## src/rtl/load_store_unit.sv

```systemverilog
// load_store_unit: RV32 load/store engine with misaligned splitting, bus timeout and fault causes.
module load_store_unit #(
  parameter int ADDR_W = 32,
  parameter bit SPLIT_MISALIGNED = 1,
  parameter int TIMEOUT = 16
) (
  input  logic              clk,
  input  logic              rst,
  input  logic              req_valid,
  output logic              req_ready,
  input  logic              is_store,
  input  logic [2:0]        funct3,
  input  logic [ADDR_W-1:0] base,
  input  logic [ADDR_W-1:0] offset,
  input  logic [31:0]       store_data,
  output logic              resp_valid,
  output logic [31:0]       resp_data,
  output logic              resp_fault,
  output logic [1:0]        resp_cause,
  output logic [ADDR_W-1:0] mem_addr,
  output logic              mem_re,
  output logic              mem_we,
  output logic [3:0]        mem_be,
  output logic [31:0]       mem_wdata,
  input  logic [31:0]       mem_rdata,
  input  logic              mem_ack
);
  typedef enum logic [1:0] {IDLE, ACC1, ACC2, RESP} state_t;
  state_t state;
  logic [ADDR_W-1:0] a_in, a_q, word_addr;
  logic [2:0] f3_q;
  logic st_q, split_q, fault_q, illegal, mis, reject, acc, timeout;
  logic [1:0] cause_q;
  logic [31:0] sd_q, rd1_q, data_q, cnt, ld, ld_ext;
  logic [7:0] be8;
  logic [63:0] wd64;
  logic [4:0] sh;
  assign a_in = base + offset;
  assign illegal = funct3 == 3'b011 || funct3[2:1] == 2'b11 || (is_store && funct3[2]);
  assign mis = (funct3[1:0] == 2'b01 && a_in[1:0] == 2'b11) || (funct3[1:0] == 2'b10 && a_in[1:0] != 2'b00);
  assign reject = illegal || (mis && !SPLIT_MISALIGNED);
  assign acc = state == ACC1 || state == ACC2;
  assign sh = {a_q[1:0], 3'b000};
  // Lane masks and data span two words; the upper half belongs to the second access of a split.
  assign be8 = (f3_q[1:0] == 2'b00 ? 8'h01 : f3_q[1:0] == 2'b01 ? 8'h03 : 8'h0F) << a_q[1:0];
  assign wd64 = {32'b0, sd_q} << sh;
  assign word_addr = {a_q[ADDR_W-1:2], 2'b00} + (state == ACC2 ? ADDR_W'(4) : '0);
  assign ld = 32'({mem_rdata, state == ACC2 ? rd1_q : mem_rdata} >> sh);
  assign ld_ext = f3_q == 3'b000 ? {{24{ld[7]}}, ld[7:0]} :
                  f3_q == 3'b001 ? {{16{ld[15]}}, ld[15:0]} :
                  f3_q == 3'b100 ? {24'b0, ld[7:0]} :
                  f3_q == 3'b101 ? {16'b0, ld[15:0]} : ld;
  assign timeout = TIMEOUT != 0 && cnt == 32'(TIMEOUT - 1);
  assign req_ready = state == IDLE && !rst;
  assign resp_valid = state == RESP;
  assign resp_data = resp_valid ? data_q : '0;
  assign resp_fault = resp_valid && fault_q;
  assign resp_cause = resp_valid ? cause_q : '0;
  assign mem_addr = acc ? word_addr : '0;
  assign mem_re = acc && !st_q;
  assign mem_we = acc && st_q;
  assign mem_be = !acc ? '0 : state == ACC2 ? be8[7:4] : be8[3:0];
  assign mem_wdata = !acc ? '0 : state == ACC2 ? wd64[63:32] : wd64[31:0];
  always_ff @(posedge clk) begin
    if (rst) begin
      state <= IDLE;
      cnt <= '0;
      data_q <= '0;
      fault_q <= 1'b0;
      cause_q <= '0;
      a_q <= '0;
      f3_q <= '0;
      st_q <= 1'b0;
      split_q <= 1'b0;
      sd_q <= '0;
      rd1_q <= '0;
    end else begin
      case (state)
        IDLE: if (req_valid) begin
          a_q <= a_in;
          f3_q <= funct3;
          st_q <= is_store;
          sd_q <= store_data;
          split_q <= mis;
          cnt <= '0;
          data_q <= '0;
          fault_q <= reject;
          cause_q <= illegal ? 2'd3 : reject ? 2'd1 : 2'd0;
          state <= reject ? RESP : ACC1;
        end
        ACC1, ACC2: if (mem_ack) begin
          cnt <= '0;
          if (state == ACC1 && split_q) begin
            rd1_q <= mem_rdata;
            state <= ACC2;
          end else begin
            data_q <= st_q ? '0 : ld_ext;
            state <= RESP;
          end
        end else if (timeout) begin
          fault_q <= 1'b1;
          cause_q <= 2'd2;
          data_q <= '0;
          state <= RESP;
        end else cnt <= cnt + 32'd1;
        default: state <= IDLE;
      endcase
    end
  end
endmodule

```

## config.mk

```make
export PLATFORM = sky130hd
export DESIGN_NAME = load_store_unit
export DESIGN_NICKNAME = d
export VERILOG_FILES = /design/src/rtl/load_store_unit.sv
export SDC_FILE = /design/constraint.sdc
export NUM_CORES = 1
export LEC_CHECK = 0
export CORE_ASPECT_RATIO = 0.75
export CORE_MARGIN = 1
export CORE_UTILIZATION = 40
export DETAILED_ROUTE_END_ITERATION = 10
export GPL_TIMING_DRIVEN = 0
export PLACE_DENSITY = 0.65
export SETUP_SLACK_MARGIN = 0.1
export SLEW_MARGIN = 30
export SYNTH_ARGS = -nofsm -noshare
export SYNTH_HDL_FRONTEND = slang
export SYNTH_SLANG_ARGS = --single-unit
```

## constraint.sdc

```tcl
create_clock -name clk -period 6.8 [get_ports clk]
set_input_delay 0.68 -clock clk [delete_from_list [all_inputs] [get_ports clk]]
set_output_delay 0.68 -clock clk [all_outputs]
set_load 0.03 [all_outputs]
```

==> impl_metrics.json, run 1 <==
{
  "cts_resized": 0,
  "synth_xor_area_share_pct": 5.03,
  "grt_usage_pct": 27.9,
  "gp_congestion": 0.935,
  "cts_setup_buffers": 0,
  "postSynthAreaPerCell_sq_um": 7.31,
  "synth_top_family_by_area": "simple AND/OR/NAND/NOR gates",
  "cp.arrival_ps": 4070,
  "post_synth_num_cell_types": 81,
  "die_y_um": 148,
  "yosysWarnings": 0,
  "grt_setup_unrepaired": "no",
  "status": "complete, no violations",
  "ys_ff_latch": 169,
  "hp-class": "input pin to flip-flop",
  "slew_viol_final": 0,
  "worstPathRequired_ps": 6120,
  "synth_compound_area_share_pct": 22.1,
  "die_width_um": 196,
  "grt_pass1_vias": 11300,
  "tns_ps": 0,
  "powerDensity_nw_per_um2": 292,
  "period_needed_ps": 4750,
  "maxSlewHeadroom_pct": 31.7,
  "synth_top_area_share_pct": 29.9,
  "grt_overflow": 0,
  "placementRows": 52,
  "critPathCaptureType": "output port",
  "drv_cap": 0,
  "grt_max_degree": 19,
  "synth_edf_count": 0,
  "drtIter0Drc": 990,
  "routed_wl_um": 40800,
  "p_leak_nw": 5.32,
  "hold_buffers": 0,
  "critPathMaxFanout": 5,
  "yosysSeqAreaShare_pct": 29.9,
  "num_vias": 12100,
  "hpwl_um": 31900,
  "synthMuxAreaShare_pct": 6.99,
  "insertion_delay_ps": 450,
  "synth_area_sq_um": 11300,
  "drive_gt1_share_pct": 5.06,
  "via_per_inst": 5.53,
  "nets": 1981,
  "ant_nets": 0,
  "n_antenna_cell": 0,
  "clockRootBuffer": "clkbuf_16",
  "hold_viol_final": 0,
  "routedWlPerCell_um": 18.6,
  "instances_no_fill": 2196,
  "core_area_sq_um": 27400,
  "yosys.area_share.simple_pct": 26.8,
  "async_reset_ff_share_pct": 0,
  "min_period_over_period_pct": 69.9,
  "clock.fmax_ghz": 0.210,
  "remaining_drc_errors": 0,
  "synth_area_leaders": "dfxtp_1 30%, nand2_1 9.2%, a21oi_1 8.7%, nor2_1 5.3%, mux2i_1 4.6%",
  "cts_sinks": 169,
  "placed_cells": 2164,
  "start_util_pct": 41.3,
  "worst_clock_skew_ps": 9.13,
  "firstDrtPassIters": 6,
  "cts_htree_levels": 4,
  "port_buffers": 239,
  "critPathKind": "flip-flop to output port",
  "synth_fa_ha_area_share_pct": 4.49,
  "syn_inst": 1546,
  "clockBufferDepth": 2,
  "post-synth-top-area-cell": "dfxtp_1",
  "final-setup-viol-count": 0,
  "synth_flop_cell": "dfxtp_1",
  "cts_made_buffers": 17,
  "ios": 243,
  "ir_drop_v": 0.000247,
  "start_kind": "flip-flop",
  "antenna_found_initial": 0,
  "dieArea_sq_um": 29000,
  "grt_pass1_wl_um": 62600,
  "syn_to_final_growth_pct": 30.7,
  "tightest_slew_ps": 999,
  "cts_tree": "yes",
  "clk_pin_slew_ps": 70
}
synthesized netlist by cell type, drive strengths merged, types with 3 or more instances:
master   count
mux2i       52
nand2b       7
a22o         9
a2111oi      8
nor2b       13
mux2        22
dfxtp      169
a22oi        9
and2        53
a211o        9
or2          4
o31ai        6
ha          39
nand3b      11
o21ai       85
xnor2       25
nor4         7
and3        21
nor2       162
a21o        10
a211oi      26
xor2        40
clkinv       3
a31oi        6
o211ai       5
clkbuf      72
or3         13
nand4       16
nor3        15
buf         31
o22a         8
a21oi      199
nand2      277
inv         21
nand3       38
o21a        11
a311oi       3
and4        11
a41oi        3
layout by cell type (no fill, tap or decap), types with 22 or more instances in the layout:
cell and n:
mux2i_1 52, nand2_1 277, and2_1 52, clkbuf_1 71
a21oi_1 197, xor2_1 40, a211oi_1 26, clkdlybuf4s50_1 239
o21ai_0 76, nand3_1 37, dfxtp_1 169, xnor2_1 25
ha_1 39, mux2_2 22, nor2_1 161
sequential cells by signal, indices dropped and copies added, names as in the netlist, 2 cells and up:
signal  count
f3_q        3
a_q        32
cnt        32
data_q     32
rd1_q      32
sd_q       32
state       2
layout make-up:
class                           instances  area, sq um
Buffer                                103          432
Clock buffer                           17          425
Clock inverter                         15          175
Fill cell                            2625        12600
Inverter                               24         90.1
Multi-Input combinational cell       1251         7410
Sequential cell                       169         3380
Tap cell                              378          473
Timing Repair Buffer                  239         2390
worst max-delay path, stage by stage, from the launching register on:
cell and delay [ps]:
dfxtp_1 340, inv_1 110, ha_1 390, ha_1 270, nand4_1 200, nor3_1 410
and2_0 350, and3_1 250, nand2_1 110, or3_1 310, a21oi_1 140, clkdlybuf4s50_1 750
cell families after synthesis:
family                     after synthesis
muxes                                   75
AOI/OAI and AO/OA                      414
and+or+nand+nor                        655
other                                    1
adders and majority gates               40
DFF                                    169
buffers and inverters                  127
xor gates and xnor gates                65
per-stage QoR:
step	hold WS, ps	setup slack, ps	total power [mW]	area, sq um	utilization (%)
6_report	450	2050	4.32	14800	54.0
4_1_cts	445	2100	4.30	14800	54.0
3_3_place_gp	438	2590	3.28	14200	51.8
2_1_floorplan	429	3500	2.52	11300	-
5_1_grt	457	1850	4.55	14800	54.0
3_5_place_dp	446	2610	3.29	14200	51.8
per-layer routing:
metal / track usage (%) / share of wire (%) / vias up / routed length, um
met5: 0 / 0 / - / 0
met4: 7.03 / 1.6 / 0 / 645
met3: 5.73 / 8.3 / 44 / 3380
met2: 42.1 / 43 / 526 / 17400
met1: 40.2 / 47 / 5628 / 19400
li1: - / - / 5938 / -
report_power, final:
group          switching (mW)  internal [mW]
logic                    1.39          0.720
registers               0.111           1.10
clock network           0.477          0.526
path summary, 6_finish.rpt:
check,startpoint,to,slack (ps),cells after the start
min,rst,a_q[31]$_SDFFE_PP0P_,450,2
max,state[0]$_SDFFE_PP0P_,mem_addr[29],2050,11
min reg2reg,rd1_q[8]$_SDFFE_PP0P_,rd1_q[8]$_SDFFE_PP0P_,460,2
max reg2reg,state[0]$_SDFFE_PP0P_,data_q[2]$_SDFFE_PP0P_,3530,11
Power figures use the tool's default switching activity.
==> run 2, diff against run 1 <==
==> constraint.sdc (replaced) <==
create_clock -name clk -period 4.5 [get_ports clk]
set_input_delay 0.45 -clock clk [delete_from_list [all_inputs] [get_ports clk]]
set_output_delay 0.45 -clock clk [all_outputs]
set_load 0.03 [all_outputs]
==> run 2 against run 1 <==
Net effect:
- worst hold slack worse by 230 ps
- clock power is 52% higher
- worst setup slack got worse by 1800 ps
- final cell count unchanged
- first-iteration DRC count is 0.61% lower
- largest cell class unchanged
- via count shrank 0.18%
- sequential share of layout area about the same
==> impl_metrics.json, run 2 (synthesis gave the netlist of run 1 again) <==
{
  "hp-class": "input pin to flip-flop",
  "period_needed_ps": 4260,
  "insertion_delay_ps": 450,
  "p_leak_nw": 5.37,
  "clock.fmax_ghz": 0.235,
  "placementRows": 52,
  "dieArea_sq_um": 29000,
  "antenna_found_initial": 0,
  "drive_gt1_share_pct": 5.28,
  "cpPeakStageDelay_ps": 710,
  "core_area_sq_um": 27400,
  "start_util_pct": 41.3,
  "cp.arrival_ps": 3810,
  "nets": 1981,
  "ios": 243,
  "gp_congestion": 0.935,
  "tns_ps": 0,
  "n_antenna_cell": 0,
  "final-setup-viol-count": 0,
  "timing.critical_path.buf_inv": 2,
  "remaining_drc_errors": 0,
  "clk_pin_slew_ps": 70,
  "port_buffers": 239,
  "drv_cap": 0,
  "firstDrtPassIters": 5,
  "drtIter0Drc": 984,
  "crit_family": "simple AND/OR/NAND/NOR gates",
  "grt_pass1_vias": 11300,
  "critPathSlowestCell": "clkdlybuf4s50_1",
  "fillers": 2626,
  "cts_tree": "yes",
  "grt_setup_unrepaired": "no",
  "switching_power_mw": 2.99,
  "hold_viol_final": 0,
  "fin_hold_ws_ps": 219,
  "comb_power_share_pct": 48.7,
  "p_int_mw": 3.55,
  "maxSlewHeadroom_pct": 31.4,
  "hpwl_um": 31900,
  "start_kind": "flip-flop",
  "clockBufferDepth": 2,
  "clockRootBuffer": "clkbuf_16",
  "cts_made_buffers": 17,
  "ff_latch_area_sq_um": 3380,
  "num_vias": 12100,
  "cts_htree_levels": 4,
  "clkPwrFrac_pct": 23.3,
  "tightest_slew_ps": 1000,
  "die_width_um": 196,
  "hold_start": "rst",
  "min_period_over_period_pct": 94.7,
  "grt_max_degree": 19,
  "routedWlPerCell_um": 18.6,
  "worst_clock_skew_ps": 10.9,
  "mostFrequentLayoutCell": "nand2_1",
  "cts_sinks": 169,
  "routed_wl_um": 40800,
  "critPathKind": "flip-flop to output port",
  "grt_overflow": 0,
  "die_y_um": 148,
  "multi_input_area_sq_um": 7420,
  "critical_path.cell_chain": "inv_1 > ha_2 > ha_1 > nand4_1 > nor3_1 > and2_0 > and3_1 > nand2_1 > xor2_1 > nor2_1 > clkdlybuf4s50_1",
  "critPathCaptureType": "output port",
  "ir_drop_v": 0.000374,
  "ant_nets": 0,
  "cp-startpoint": "state[0]$_SDFFE_PP0P_",
  "final_cell_mix": "277 x nand2_1, 235 x clkdlybuf4s50_1, 197 x a21oi_1",
  "powerDensity_nw_per_um2": 442,
  "syn_to_final_growth_pct": 30.8,
  "via_per_inst": 5.52,
  "status": "complete, no violations",
  "critPathMaxFanout": 5,
  "r2r_start": "state[0]$_SDFFE_PP0P_",
  "slew_viol_final": 0,
  "switching_share_pct": 45.7,
  "grt_usage_pct": 27.9,
  "worstPathRequired_ps": 4050,
  "grt_pass1_wl_um": 62600,
  "p_seq_share_pct": 28.1
}
==> run 2: changes by cell type in the layout (fill, tap and decap cells not counted), sizes merged <==
cell           before  now
clkbuf             89   91
dlygate4sd2         0    2
dlymetal6s2s        0    2
buf                31   29
clkdlybuf4s50     239  235
==> run 2: area by class of cell <==
type / instances / share of cell area [%]
inverters: 24 / 0.609
repair buffers: 239 / 16.2
clock inverters: 15 / 1.18
well taps: 378 / 3.20
multi-input cells: 1251 / 50.2
clock buffers: 17 / 2.88
flip-flops and latches: 169 / 22.9
plain buffers: 103 / 2.93
==> run 2: worst reg2reg max path: cells and delay by family (launching register included) <==
family | cells | cell delay (ps)
multiplexers | 1 | 130
flip-flops | 1 | 340
adder cells (fa/ha/maj) | 1 | 170
AND/OR/NAND/NOR | 2 | 190
buffers and inverters | 4 | 1260
AO/OA/AOI/OAI | 3 | 1080
==> run 2: stage by stage <==
step                instance area, sq um  util [%]  setup WS [ps]  instances  power, mW
floorplan                          11300         -           1430       1547       3.81
global placement                   14200      51.8            524       2164       4.95
detailed placement                 14200      51.8            536       2164       4.98
CTS                                14800      54.0            173       2196       6.49
global route                       14800      54.0            116       2196       6.87
finish                             14800      54.0            240       2196       6.53
==> run 2: what timing repair did <==
item | CTS | global route
resized for setup | 3 | 6
buffers inserted | 0 | 0
gates cloned | 0 | 0
hold buffers | 0 | 0
endpoints found under the setup margin | 4 | 3
==> run 2: worst paths after layout <==
kind                                  to  slack [ps]  cells past startpoint
hold / removal      a_q[31]$_SDFFE_PP0P_         220                      2
hold reg to reg    rd1_q[8]$_SDFFE_PP0P_         460                      2
setup / recovery            mem_addr[27]         240                     11
setup reg to reg  data_q[2]$_SDFFE_PP0P_        1250                     11
==> run 2: power groups by stage <==
stage | sequential [mW] | clock (mW) | combinational (mW)
2_1_floorplan | 1.81 | 0 | 2.01
3_3_place_gp | 1.86 | 0 | 3.09
3_5_place_dp | 1.86 | 0 | 3.11
4_1_cts | 1.83 | 1.53 | 3.13
5_1_grt | 1.85 | 1.59 | 3.43
6_report | 1.83 | 1.52 | 3.18
==> run 2: layer usage <==
metal / vias to the layer above / routed length, um / track usage [%]
met4: 0 / 683 / 7.03
li1: 5932 / - / -
met2: 528 / 17400 / 42.1
met3: 52 / 3380 / 5.73
met5: - / 0 / 0
met1: 5602 / 19300 / 40.2
==> run 3, diff against run 2 <==
--- a/config.mk
+++ b/config.mk
@@ -5,14 +5,17 @@
 export SDC_FILE = /design/constraint.sdc
 export NUM_CORES = 1
 export LEC_CHECK = 0
+export CELL_PAD_IN_SITES_DETAIL_PLACEMENT = 1
+export CELL_PAD_IN_SITES_GLOBAL_PLACEMENT = 2
 export CORE_ASPECT_RATIO = 0.75
 export CORE_MARGIN = 1
-export CORE_UTILIZATION = 40
+export CORE_UTILIZATION = 29
 export DETAILED_ROUTE_END_ITERATION = 10
 export GPL_TIMING_DRIVEN = 0
-export PLACE_DENSITY = 0.65
+export PLACE_DENSITY_LB_ADDON = 0.1
 export SETUP_SLACK_MARGIN = 0.1
 export SLEW_MARGIN = 30
 export SYNTH_ARGS = -nofsm -noshare
 export SYNTH_HDL_FRONTEND = slang
 export SYNTH_SLANG_ARGS = --single-unit
+export TNS_END_PERCENT = 20
==> run 3 against run 2 <==
Net effect:
- first-iteration DRC count shrank 24%
- largest power group unchanged
- register-to-register slack worse by 220 ps
- clock-buffer cell count grew 2
- critical path depth decreased by 4
- clock power increased by 3%
- critical endpoint is now mem_wdata[31]
- cell area increased by 1.3%
- worst hold slack improved by 3.3 ps
==> impl_metrics.json, run 3 (synthesis gave the netlist of run 1 again) <==
{
  "mostFrequentLayoutCell": "nand2_1",
  "syn_to_final_growth_pct": 32.5,
  "n_antenna_cell": 0,
  "firstDrtPassIters": 5,
  "fillers": 4760,
  "cts_sinks": 169,
  "insertion_delay_ps": 460,
  "via_per_inst": 5.26,
  "gp_congestion": 0.891,
  "remaining_drc_errors": 0,
  "critPathSlowestCell": "clkdlybuf4s50_1",
  "final-setup-viol-count": 0,
  "tns_ps": 0,
  "clockBufferDepth": 2,
  "routedWlPerCell_um": 21.0,
  "ff_latch_area_sq_um": 3380,
  "ant_nets": 0,
  "start_kind": "flip-flop",
  "drive_gt1_share_pct": 5.34,
  "grt_pass1_wl_um": 74500,
  "status": "complete, no violations",
  "grt_usage_pct": 24.3,
  "slew_viol_final": 0,
  "drtIter0Drc": 749,
  "critical_path.cell_chain": "buf_2 > buf_2 > buf_1 > buf_1 > mux2i_1 > a211oi_1 > clkdlybuf4s50_1",
  "hpwl_um": 38300,
  "critPathCaptureType": "output port",
  "drv_cap": 0,
  "grt_setup_unrepaired": "yes",
  "p_leak_nw": 5.46,
  "grt_overflow": 0,
  "period_needed_ps": 4320,
  "placementRows": 62,
  "worstPathRequired_ps": 4050,
  "hp-class": "input pin to flip-flop",
  "powerDensity_nw_per_um2": 449,
  "antenna_found_initial": 0,
  "placed_cells": 2298,
  "maxSlewHeadroom_pct": 32.2,
  "final_cell_mix": "277 x nand2_1, 231 x clkdlybuf4s50_1, 197 x a21oi_1",
  "fin_area_sq_um": 15000,
  "min_period_over_period_pct": 96.0,
  "cts_made_buffers": 17,
  "cpPeakStageDelay_ps": 750,
  "clk_pin_slew_ps": 70,
  "ir_drop_v": 0.000315,
  "grt_max_degree": 18,
  "hold_viol_final": 0,
  "core_area_sq_um": 38300,
  "critPathMaxFanout": 10,
  "start_util_pct": 29.5,
  "num_vias": 12200,
  "port_buffers": 239,
  "grt_pass1_vias": 12300,
  "cp.arrival_ps": 3870,
  "nets": 1981,
  "critPathKind": "flip-flop to output port",
  "cts_tree": "yes",
  "fin_util_pct": 39.1,
  "dr_wl_met3_um": 2030,
  "clock.fmax_ghz": 0.231,
  "die_y_um": 173,
  "dpl_cell_area_sq_um": 14400,
  "instances_no_fill": 2330,
  "met1_length_um": 24800,
  "top_layer_used": "met4",
  "routed-wl-met2_um": 21500,
  "routed_wl_um": 48900,
  "ios": 243,
  "cts_setup_buffers": 0,
  "die_width_um": 230,
  "clockRootBuffer": "clkbuf_16",
  "cts_htree_levels": 4,
  "tightest_slew_ps": 1010,
  "worst_clock_skew_ps": 12.3,
  "multi_input_area_sq_um": 7430,
  "dieArea_sq_um": 39800
}
==> run 3: changes by cell type in the layout (fill, tap and decap cells not counted), moves of 2 or more <==
cell,delta
dlymetal6s2s_1,+5
a2111oi_0,-4
clkdlybuf4s50_1,-4
a2111oi_1,+3
clkbuf_8,+2
clkinv_4,-2
clkinv_8,-2
inv_6,+2
==> run 3: power breakdown <==
part / switching [mW] / internal [mW]
clock: 0.745 / 0.819
combinational: 2.24 / 1.09
sequential: 0.168 / 1.67
==> run 3: critical path: cells and delay by family (launching register included) <==
family          cells  cell delay (ps)
buf+inv             5             2390
compound gates      1              450
flops               1              310
mux                 1              260
==> run 3: final cells by class <==
cell class | count | area share (%)
sequential | 169 | 22.6
clock buffer | 19 | 3.02
buffer | 103 | 2.90
inverter | 24 | 0.601
multi-input combinational | 1251 | 49.6
clock inverter | 13 | 0.952
timing repair buffer | 239 | 16.1
tap | 512 | 4.27
==> run 3: worst paths after layout <==
kind | startpoint | endpoint | slack [ps] | cells after the start
worst max-delay path | a_q[0]$_SDFFE_PP0P_ | mem_wdata[31] | 180 | 7
worst min-delay path | rst | a_q[31]$_SDFFE_PP0P_ | 220 | 2
worst max register to register | state[0]$_SDFFE_PP0P_ | data_q[13]$_SDFFE_PP0P_ | 1030 | 9
worst min register to register | rd1_q[28]$_SDFFE_PP0P_ | rd1_q[28]$_SDFFE_PP0P_ | 460 | 2
==> run 3: through the flow <==
step	hold slack (ps)	setup WS (ps)	power (mW)
2_1_floorplan	429	1430	3.81
3_3_place_gp	439	439	5.13
3_5_place_dp	443	377	5.18
4_1_cts	199	18.4	6.76
5_1_grt	215	41.3	7.11
6_report	223	178	6.73
==> run 3: what timing repair did <==
item                       CTS  global route
pin swaps                    0             0
setup endpoints to repair    7            10
hold buffers                 0             0
resized for setup            3             9
gates cloned                 0             0
==> run 3: per-layer routing <==
layer / vias to the layer above / track usage [%]
li1: 5927 / -
met1: 6004 / 35.5
met2: 282 / 37.4
met3: 35 / 3.88
met4: 0 / 5.10
met5: - / 0
==> patch 1: new RTL, config.mk and constraints of run 1 <==
One comparison of `cnt` changes from == to >=.
--- a/src/rtl/load_store_unit.sv
+++ b/src/rtl/load_store_unit.sv
@@ -50,7 +50,7 @@
                   f3_q == 3'b001 ? {{16{ld[15]}}, ld[15:0]} :
                   f3_q == 3'b100 ? {24'b0, ld[7:0]} :
                   f3_q == 3'b101 ? {16'b0, ld[15:0]} : ld;
-  assign timeout = TIMEOUT != 0 && cnt == 32'(TIMEOUT - 1);
+  assign timeout = TIMEOUT != 0 && cnt >= 32'(TIMEOUT - 1);
   assign req_ready = state == IDLE && !rst;
   assign resp_valid = state == RESP;
   assign resp_data = resp_valid ? data_q : '0;
Function: no difference found for any inputs over 4 cycles, from zero or initial values and one cycle with rst high; that may be too few to reach the edited logic, so the function may still have changed.
==> patch 1 against run 1 <==
- clock skew grew 0.0028 ns
- design area shrank 3.4%
- non-clock buffer count shrank 9
- combinational power grew 3%
- count of clock-buffer cells in the layout grew 5
- wire length shrank 1.6%
- sequential cell count is the same
- highest routed layer unchanged
- synthesized area shrank 4.1%
- largest power group unchanged
- largest cell class unchanged
- power grew 2.5%
- worst setup slack lost 0.24 ns
- global-route usage grew 1.1 points
==> patch 1: results (changes against run 1) <==
Run status
Result of the run: complete, no violations (unchanged).

Worst hold path
The hold path startpoint is data_q[17] (was rst).

Placed design
The half-perimeter wire length of the detailed placement result was 31000 um (was 31900 um). The routability-driven placement congestion ratio is 0.957 (was 0.935). The number of cells after detailed placement is 2016 (was 2164). The worst-case setup slack after placement is 2.43 ns (was 2.61 ns).

Synth
The compound-cell area share of the yosys netlist was 20.7% (was 22.1%). Most used standard cells in the synthesized netlist: sky130_fd_sc_hd__nand2_1 (265), sky130_fd_sc_hd__a21oi_1 (191), sky130_fd_sc_hd__dfxtp_1 (169) (was sky130_fd_sc_hd__nand2_1 (277), sky130_fd_sc_hd__a21oi_1 (197), sky130_fd_sc_hd__dfxtp_1 (169)). The count of different cell masters after synthesis was 68 (was 81).

Leading cell types by total area after synthesis: sky130_fd_sc_hd__dfxtp_1 (31%), sky130_fd_sc_hd__nand2_1 (9.2%), sky130_fd_sc_hd__a21oi_1 (8.8%) (was sky130_fd_sc_hd__dfxtp_1 (30%), sky130_fd_sc_hd__nand2_1 (9.2%), sky130_fd_sc_hd__a21oi_1 (8.7%)). The synthesized-area fraction occupied by xor and xnor cells is 4.44% (was 5.03%). The sequential area share after synthesis is 31.2% (was 29.9%). The multiplexer area fraction after synthesis is 9.94% (was 6.99%).

Critical path
The length in cells of the worst reg-to-reg path was 9 (was 11). The destination of the worst register-to-register timing path was data_q[14] (was data_q[2]). The critical path arrival is 4.31 ns (was 4.07 ns). The register-to-register setup slack was 3.58 ns (was 3.53 ns).

Cells and area
The fraction of final layout cells with drive strength greater than 1 is 5.22% (was 5.06%).

Global routing
The initial antenna violation count is 1 (was 0). The aggregate global-route resource usage came to 28.9% (was 27.9%). The maximum number of pins on one net before global-route repair was 17 (was 19). The wire length of the first global-routing pass is 61000 um (was 62600 um).

Routing
The number of iterations in the first detailed-routing pass is 5 (was 6). The total number of vias is 11601 (was 12136). The DRC marker count from the first detailed-route iteration is 1040 (was 990).

Power and ir drop
The highest ir drop seen on vdd is 0.218 mV (was 0.247 mV). The standby leakage power came to 4.98 nW (was 5.32 nW).
[patch 1: routing by layer]
layer / vias to the layer above / global-route usage, % / wire, um
met5: - / 0 / 0
met4: 0 / 6.67 / 552
met3: 43 / 6.87 / 3900
met2: 558 / 42.3 / 16800
met1: 5478 / 42.3 / 18800
li1: 5522 / - / -
[patch 1: worst max path at each step]
| stage | end | slack [ns] | cells after the start |
|---|---|---|---|
| 2_1_floorplan | mem_wdata[19] | 3.35 | 10 |
| 4_1_cts | mem_wdata[31] | 1.96 | 7 |
| 5_1_grt | mem_wdata[19] | 1.73 | 11 |
| 6_report | mem_wdata[27] | 1.81 | 7 |
| 3_3_place_gp | mem_wdata[31] | 2.43 | 7 |
| 3_5_place_dp | mem_wdata[31] | 2.43 | 7 |
[patch 1: critical path, stage by stage, from the launching register on]
cell,delay [ns]
sky130_fd_sc_hd__dfxtp_1,0.31
sky130_fd_sc_hd__clkbuf_1,0.23
sky130_fd_sc_hd__buf_1,0.59
sky130_fd_sc_hd__buf_1,0.70
sky130_fd_sc_hd__clkbuf_1,0.51
sky130_fd_sc_hd__nand2_1,0.41
sky130_fd_sc_hd__o22ai_1,0.38
sky130_fd_sc_hd__clkdlybuf4s50_1,0.74
[patch 1: cell type report]
type                       instances  area [um^2]
clock inverter                    10          144
timing repair buffer             239         2390
tap                              344          430
clock buffer                      22          464
fill                            2559        12000
buffer                            94          380
inverter                          21         78.8
sequential                       169         3380
multi-input combinational       1149         7000
antenna                            2         5.00
[patch 1: report_power, final]
group,total (mW),switching [mW],internal [mW]
logic,2.18,1.42,0.754
registers,1.23,0.120,1.11
clock network,1.02,0.425,0.599
total,4.43,1.97,2.46
==> patch 2: new RTL, settings of run 1 <==
Made on the original files. `SPLIT_MISALIGNED`: 1 -> 0.
--- a/src/rtl/load_store_unit.sv
+++ b/src/rtl/load_store_unit.sv
@@ -1,7 +1,7 @@
 // load_store_unit: RV32 load/store engine with misaligned splitting, bus timeout and fault causes.
 module load_store_unit #(
   parameter int ADDR_W = 32,
-  parameter bit SPLIT_MISALIGNED = 1,
+  parameter bit SPLIT_MISALIGNED = 0,
   parameter int TIMEOUT = 16
 ) (
   input  logic              clk,
Function: changed (a bounded check fails within 4 cycles, from zero or initial values and one cycle with rst high).
==> patch 2 against run 1 <==
- sequential cell count up 1
- critical endpoint is now mem_addr[27]
- power up 7.0%
- wire length up 2.1%
- design area up 2.1%
- fmax up 1.1%
- utilization down 0.56 points
- worst setup slack better by 0.051 ns
- synthesized area up 2.6%
==> patch 2: results (changes against run 1) <==
Run status
Result of the run: complete, no violations (unchanged).

Routing
The number of vias per cell after detailed routing is 5.64 (was 5.53). The overall routed net length is 41600 um (was 40800 um). The DRC marker count from the first detailed-route iteration is 1172 (was 990).

The met3 routed wirelength is 3820 um (was 3380 um).

Placed design
The routability-driven placement congestion ratio is 0.971 (was 0.935). The worst-case setup slack after placement came to 2.66 ns (was 2.61 ns). The number of cells after detailed placement is 2194 (was 2164). The number of I/O port buffers was 240 (was 239).

Critical path
The destination of the worst register-to-register timing path is data_q[26] (was data_q[2]). The register-to-register setup slack is 3.80 ns (was 3.53 ns). The length in cells of the worst reg-to-reg path is 10 (was 11). The top fanout value on the critical path is 8 (was 5).

Power and ir drop
The standby leakage power is 5.35 nW (was 5.32 nW). The areal power density over the cells is 307 nW/um^2 (was 292 nW/um^2). The highest ir drop seen on vdd is 0.184 mV (was 0.247 mV).

Timing
The final worst clock skew came to 0.0147 ns (was 0.00913 ns). The worst hold slack across all endpoints is 0.458 ns (was 0.450 ns).

Global routing
The number of global-route vias before repair is 11599 (was 11252). The initial antenna violation count is 1 (was 0). The aggregate global-route resource usage was 28.0% (was 27.9%).

The maximum number of pins on one net before global-route repair is 17 (was 19). The wire length of the first global-routing pass is 64800 um (was 62600 um).

Floorplanning
The core box area is 28200 um^2 (was 27400 um^2).

Cells and area
The sequential cell count is 170 (was 169). The number of clock buffers in the layout is 18 (was 17). The count of inverters not on the clock network in the layout is 41 (was 24).

The clock network area share is 3.96% (was 4.06%). The area occupied by registers came to 3400 um^2 (was 3380 um^2). The non-clock buffer count in the final layout is 347 (was 342). The fraction of final layout cells with drive strength greater than 1 is 4.89% (was 5.06%). The number of antenna repair diodes is 1 (was 0).

The number of nets in the layout is 2004 (was 1981). The buffering overhead is 18.8% (was 19.1%).

Synth
The instance count of the mapped netlist is 1568 (was 1546). Leading cell types by total area after synthesis: sky130_fd_sc_hd__dfxtp_1 (29%), sky130_fd_sc_hd__nand2_1 (8.8%), sky130_fd_sc_hd__a21oi_1 (7.5%) (was sky130_fd_sc_hd__dfxtp_1 (30%), sky130_fd_sc_hd__nand2_1 (9.2%), sky130_fd_sc_hd__a21oi_1 (8.7%)). The sequential area share after synthesis was 29.3% (was 29.9%).

Most used standard cells in the synthesized netlist: sky130_fd_sc_hd__nand2_1 (273), sky130_fd_sc_hd__a21oi_1 (173), sky130_fd_sc_hd__dfxtp_1 (170) (was sky130_fd_sc_hd__nand2_1 (277), sky130_fd_sc_hd__a21oi_1 (197), sky130_fd_sc_hd__dfxtp_1 (169)). The count of different cell masters after synthesis is 72 (was 81).

Worst hold path
The worst hold path class is reg2reg (was in2reg). The hold path startpoint is rd1_q[26] (was rst).
## patch 2: cell count changes after synthesis, moves of 12 or more
cell	change
sky130_fd_sc_hd__a21oi_1	-24
sky130_fd_sc_hd__mux2i_1	+17
sky130_fd_sc_hd__mux4_2	+12
sky130_fd_sc_hd__o211ai_1	+12
sky130_fd_sc_hd__mux2_2	-16
sky130_fd_sc_hd__inv_1	+19
## patch 2: how the worst max path moves through the flow
stage	from	to	slack [ns]	cells past startpoint
global route	state[0]	mem_addr[30]	1.84	12
global placement	state[0]	mem_addr[30]	2.70	12
floorplan	state[0]	mem_addr[30]	3.44	11
detailed placement	state[0]	mem_addr[30]	2.66	12
CTS	state[0]	mem_addr[30]	2.16	12
finish	state[0]	mem_addr[27]	2.10	10
## patch 2: logic make-up after synthesis
group | count (synthesis) | share of synthesized area [%]
and+or+nand+nor | 642 | 25.4
AOI/OAI and AO/OA | 411 | 21.6
DFF | 170 | 29.3
buffers and inverters | 148 | 5.09
muxes | 88 | 9.06
xor gates and xnor gates | 68 | 5.13
adders and majority gates | 40 | 4.38
other | 1 | 0.0323
## patch 2: critical path: cells and delay by family (launching register included)
kind | cells | cell delay (ns)
AOI/OAI and AO/OA | 1 | 0.36
and+or+nand+nor | 5 | 1.53
adders and majority gates | 2 | 0.45
DFF | 1 | 0.35
buffers and inverters | 2 | 0.88
## patch 2: layer usage
| metal | vias to the layer above | global-route usage [%] |
|---|---|---|
| met5 | - | 0 |
| met4 | 0 | 8.08 |
| met3 | 61 | 6.09 |
| met2 | 609 | 42.9 |
| met1 | 5863 | 39.3 |
| li1 | 6018 | - |
## patch 2: power by group
part	leakage [nW]	switching [mW]	internal, mW
clock	0.295	0.451	0.559
combinational	3.67	1.53	0.823
sequential	1.38	0.134	1.13
total	5.35	2.12	2.51
